<file path="config.mk">
export PLATFORM = sky130hd
export DESIGN_NAME = alu_writeback_queue
export DESIGN_NICKNAME = d
export VERILOG_FILES = /design/src/rtl/alu_writeback_queue.sv
export SDC_FILE = /design/constraint.sdc
export NUM_CORES = 1
export LEC_CHECK = 0
export ABC_CLOCK_PERIOD_IN_PS = 13200
export CAP_MARGIN = 20
export CORE_MARGIN = 4
export CORE_UTILIZATION = 61
export DETAILED_ROUTE_END_ITERATION = 10
export HOLD_SLACK_MARGIN = 0.08
export PLACE_DENSITY = 0.91
export SLEW_MARGIN = 20
export SYNTH_ARGS = -nofsm -noshare
export SYNTH_HDL_FRONTEND = slang
export SYNTH_SLANG_ARGS = --single-unit
</file>
<file path="constraint.sdc">
create_clock -name clk -period 13.2 [get_ports clk]
set_input_delay 3.3 -clock clk [delete_from_list [all_inputs] [get_ports clk]]
set_output_delay 3.3 -clock clk [all_outputs]
set_load 0.03 [all_outputs]
</file>
<file path="src/rtl/alu_writeback_queue.sv">
// In-order result queue between the ALU and the register-file write port, with
// youngest-first forwarding of queued results to two source-register lookups.
module alu_writeback_queue #(
  parameter int DATA_W = 32,
  parameter int ADDR_W = 5,
  parameter int DEPTH  = 4
) (
  input  logic                       clk,
  input  logic                       rst_n,
  input  logic                       in_valid,
  output logic                       in_ready,
  input  logic [DATA_W-1:0]          in_result,
  input  logic                       in_zero,
  input  logic [ADDR_W-1:0]          in_dest,
  output logic                       wr_en,
  input  logic                       wr_ready,
  output logic [ADDR_W-1:0]          wr_addr,
  output logic [DATA_W-1:0]          wr_data,
  output logic                       zero_flag,
  input  logic [ADDR_W-1:0]          rd_addr_a,
  output logic                       fwd_hit_a,
  output logic [DATA_W-1:0]          fwd_data_a,
  input  logic [ADDR_W-1:0]          rd_addr_b,
  output logic                       fwd_hit_b,
  output logic [DATA_W-1:0]          fwd_data_b,
  output logic [$clog2(DEPTH):0]     count
);

  localparam int PTR_W = $clog2(DEPTH);
  localparam int CNT_W = PTR_W + 1;
  localparam logic [CNT_W-1:0] FULL_CNT = CNT_W'(DEPTH);

  logic [DATA_W-1:0] data_q [DEPTH];
  logic [ADDR_W-1:0] dest_q [DEPTH];
  logic [DEPTH-1:0]  vld_q, vld_d;
  logic [PTR_W-1:0]  rd_ptr_q, rd_ptr_d;
  logic [PTR_W-1:0]  wr_ptr_q, wr_ptr_d;
  logic [CNT_W-1:0]  count_q, count_d;
  logic              zero_q, zero_d;
  logic              push, pop;
  logic [PTR_W-1:0]  fwd_idx;

  // Ready depends only on registered occupancy, never on wr_ready.
  assign in_ready  = (count_q != FULL_CNT);
  assign wr_en     = (count_q != '0);
  assign push      = in_valid & in_ready;
  assign pop       = wr_en & wr_ready;
  assign wr_addr   = dest_q[rd_ptr_q];
  assign wr_data   = data_q[rd_ptr_q];
  assign zero_flag = zero_q;
  assign count     = count_q;

  always_comb begin
    rd_ptr_d = rd_ptr_q;
    wr_ptr_d = wr_ptr_q;
    count_d  = count_q;
    zero_d   = zero_q;
    vld_d    = vld_q;
    if (pop) begin
      rd_ptr_d         = rd_ptr_q + 1'b1;
      vld_d[rd_ptr_q]  = 1'b0;
    end
    if (push) begin
      wr_ptr_d         = wr_ptr_q + 1'b1;
      vld_d[wr_ptr_q]  = 1'b1;
      zero_d           = in_zero;
    end
    case ({push, pop})
      2'b10:   count_d = count_q + 1'b1;
      2'b01:   count_d = count_q - 1'b1;
      default: count_d = count_q;
    endcase
  end

  always_ff @(posedge clk or negedge rst_n) begin
    if (!rst_n) begin
      rd_ptr_q <= '0;
      wr_ptr_q <= '0;
      count_q  <= '0;
      zero_q   <= 1'b0;
      vld_q    <= '0;
    end else begin
      rd_ptr_q <= rd_ptr_d;
      wr_ptr_q <= wr_ptr_d;
      count_q  <= count_d;
      zero_q   <= zero_d;
      vld_q    <= vld_d;
    end
  end

  // Payload storage needs no reset: valid bits gate every use of it.
  always_ff @(posedge clk) begin
    if (push) begin
      data_q[wr_ptr_q] <= in_result;
      dest_q[wr_ptr_q] <= in_dest;
    end
  end

  // Walk oldest to youngest so the last match (youngest) wins.
  always_comb begin
    fwd_hit_a  = 1'b0;
    fwd_data_a = '0;
    fwd_hit_b  = 1'b0;
    fwd_data_b = '0;
    fwd_idx    = '0;
    for (int k = 0; k < DEPTH; k++) begin
      fwd_idx = rd_ptr_q + PTR_W'(k);
      if (vld_q[fwd_idx] && (rd_addr_a != '0) && (dest_q[fwd_idx] == rd_addr_a)) begin
        fwd_hit_a  = 1'b1;
        fwd_data_a = data_q[fwd_idx];
      end
      if (vld_q[fwd_idx] && (rd_addr_b != '0) && (dest_q[fwd_idx] == rd_addr_b)) begin
        fwd_hit_b  = 1'b1;
        fwd_data_b = data_q[fwd_idx];
      end
    end
  end

endmodule

</file>
==> reports/results.txt <==
Outcome = completed
Area growth syn-to-layout = 18.8%
Critical Path AT = 7.44 ns
Cell family with most CP delay = buffers and inverters
Max stage delay on crit path = 0.82 ns
R2R Path End = vld_q[1]
Initial Util = 61.9%
Root Buffer Master = clkbuf_16
Routed Wire Length = 29500 um
Final net count = 951
Worst-Margin Slew = 1.13 ns
Max Cap Viol = 0
Die Y = 146 um
CP Launch Type = input pin
RR Startpoint = rd_ptr_q[0]
Mean Syn Cell Area = 14.8 um^2
Hold buffer count at cts = 0
Slew Limit Fails = 0
Worst Hold Path Cells = 1
Met3 Use GR = 6.51%
Seq pwr share = 23.0%
Most used cell along the critical path = clkdlybuf4s50_1
P_sw = 1.64 mW
Die area = 21200 um^2
H-tree lvl count = 4
# rows = 50
Worst hold start = count[2]
Post-CTS Setup Inserts = 0
Largest net degree at the start of global routing = 80
Worst VDD drop = 0.160 mV
CTS Buffer Depth = 2
PortBufs = 160
Ys Warns = 0
Clock skew = 0.00656 ns
Seq/Total Area, Yosys = 41.0%
Maximum fanout along the worst path = 19
Cells after Synth = 781
Post-synth EDFFs = 148
CTS sink cnt = 160
Switching Share = 44.2%
Via density = 7.22
GRT Residual Overflow = 0
Setup TNS = 0 ns
Reg2Reg Depth = 4
IO Count = 161
Bufs and invs on worst path = 3
Synthesized cell area = 11600 um^2
Routing usage on met1 = 36.1%
DIE WIDTH = 146 um
TritonCTS Buffers = 17
Crit end category = primary output
Tcrit/Tclk final = 81.3%
R2R Setup Slk = 10.67 ns
Ys async rst share = 7.50%
Drt pass-1 iters = 5
Hold Path Sink = count[2]
Design area = 13800 um^2
Internal = 2.07 mW
Synth cell types = 50
Placed cell area = 13200 um^2
Crit-path cells = clkdlybuf4s50_1 > or4_1 > or2_1 > and3_1 > a211oi_4 > buf_4 > a221oi_1 > o31ai_2 > clkdlybuf4s50_1
GRT Overall Usage = 28.2%
Filler cells = 1184
GP Congestion = 0.913
Core footprint = 18700 um^2
P per Cell Area = 270 nW/um^2
Unrepaired setup endpoints after global routing = false
Vias in the first global route = 8480
Main synth FF type = edfxtp_1
Clock power frac = 12.9%
Critical Path RT = 9.90 ns
CTS tree = done
Clk_lat worst skew = 0.42 ns
LEAKAGE = 4.30 nW
Met2 usage = 48.0%
Synth Net Count = 843
Vias = 8206
Seq cells post-synth = 160
Post-CTS Resized = 0
DR WL/cell = 26.0 um
Type of the worst min-delay path = flip-flop to flip-flop
Initial antenna violation count = 1
Global-route layer with the greatest usage = met2
Comb power frac = 64.1%
Clock transition at the registers of the reported paths = 0.07 ns
Drt drc = 0
Min Clock Period, post-route = 10.74 ns
Critical path class = input pin to primary output
First-pass GRT wire length = 47100 um
Slowest-stage cell, CP = a211oi_4
Final-report setup violation count = 0
Layout cell share with drive strength beyond 1 = 29.6%
Final hold vios = 0
Antenna Cells = 0
Rel. slew slack = 24.9%
Final ANT Viol Nets = 0
FMAX = 93.2 MHz
Initial DRC count = 860
Post-DP HPWL = 19200 um
## metal layers
layer	wire [um]	part of all wire (%)
met5	13	0.044
met2	15300	52
met1	10900	37
met3	2500	8.4
met4	799	2.7
## stage by stage
stage | hold WS, ns | std cells | util (%) | setup WS [ns] | power (mW)
2_1_floorplan | 0.493 | 781 | - | 4.16 | 2.59
3_3_place_gp | 0.497 | 1104 | 70.4 | 2.71 | 3.18
3_5_place_dp | 0.501 | 1104 | 70.4 | 2.57 | 3.22
4_1_cts | 0.516 | 1136 | 73.5 | 2.56 | 3.72
5_1_grt | 0.540 | 1136 | 73.5 | 2.39 | 3.90
6_report | 0.514 | 1136 | 73.5 | 2.46 | 3.71
## worst max-delay path by stage
stage                  from  cells past startpoint  slack [ns]        endpoint
2_1_floorplan  rd_addr_b[1]                      8        4.16   fwd_data_b[0]
3_3_place_gp   rd_addr_b[2]                      9        2.71  fwd_data_b[16]
3_5_place_dp   rd_addr_b[2]                      9        2.57  fwd_data_b[13]
4_1_cts        rd_addr_b[2]                      9        2.56  fwd_data_b[13]
5_1_grt        rd_addr_b[2]                      9        2.39  fwd_data_b[13]
6_report       rd_addr_b[2]                      9        2.46  fwd_data_b[13]
## registers in the layout, indices dropped and copies added (netlist names)
name	flops
dest_q	20
zero_flag	1
wr_ptr_q	2
rd_ptr_q	2
vld_q	4
count	3
data_q	128
## Yosys cell counts, types with 2 or more instances
cell type	n	share of area, %
and4_1	2	0.15
buf_6	8	0.78
xnor2_1	38	2.9
or4_1	3	0.19
a221oi_2	19	2.5
o221ai_2	10	1.3
clkbuf_1	33	1.1
xor2_1	3	0.23
nand2_1	96	3.1
nand3_1	9	0.39
or2_1	2	0.11
a21o_1	4	0.26
or2_2	3	0.16
nand3b_1	3	0.19
xnor2_2	4	0.56
o221ai_1	19	1.4
a211oi_1	6	0.39
buf_2	23	0.99
ha_1	9	0.97
nor3_1	7	0.30
o21ai_0	5	0.22
a221oi_1	12	0.91
nor2_1	41	1.3
mux4_2	145	28
o31ai_2	28	3.0
nand4_1	7	0.38
buf_1	8	0.26
edfxtp_1	148	38
buf_4	7	0.45
mux2i_1	30	2.6
and3_1	5	0.27
inv_1	8	0.26
dfrtp_1	12	2.6
o22ai_1	2	0.11
mux4_1	7	1.6
## power groups by stage
stage	Sequential [mW]	Combinational, mW	Clock, mW
finish	0.853	2.38	0.479
global route	0.875	2.52	0.506
CTS	0.852	2.38	0.483
detailed placement	0.861	2.36	0
global placement	0.844	2.33	0
floorplan	0.755	1.84	0
## worst reg2reg max path, stage by stage (launching register included)
cell and delay (ns):
dfrtp_4 1.05, buf_4 0.85, ha_1 0.28, nand2_1 0.06, a21o_1 0.18
## cell usage in the layout (no fill, tap or decap), types with 19 or more instances in the layout
cell             synthesis  layout
clkdlybuf4s50_1          0     160
edfxtp_1               148     148
mux4_2                 145     145
nand2_1                 96      96
xnor2_1                 38      38
nor2_1                  41      37
mux2i_1                 30      30
o31ai_2                 28      28
o221ai_1                19      19
a221oi_2                19      19
## cell families after synthesis
| group | Yosys count | synth area share [%] |
|---|---|---|
| flops | 160 | 41.0 |
| fa+ha+maj | 10 | 1.15 |
| compound gates | 109 | 10.5 |
| buf+inv | 89 | 4.05 |
| simple gates | 185 | 7.10 |
| mux | 183 | 32.5 |
| xor+xnor | 45 | 3.67 |
## cell type report
cell class                 instances  area (um^2)  area share, %
inverter                           8         30.0          0.218
clock buffer                      18          429           3.12
timing repair buffer             170         1680           12.2
multi-input combinational        532         6420           46.7
sequential                       160         4750           34.6
tap                              234          293           2.13
clock inverter                    14          146           1.06
No activity file was read; power rests on OpenSTA's default activity.
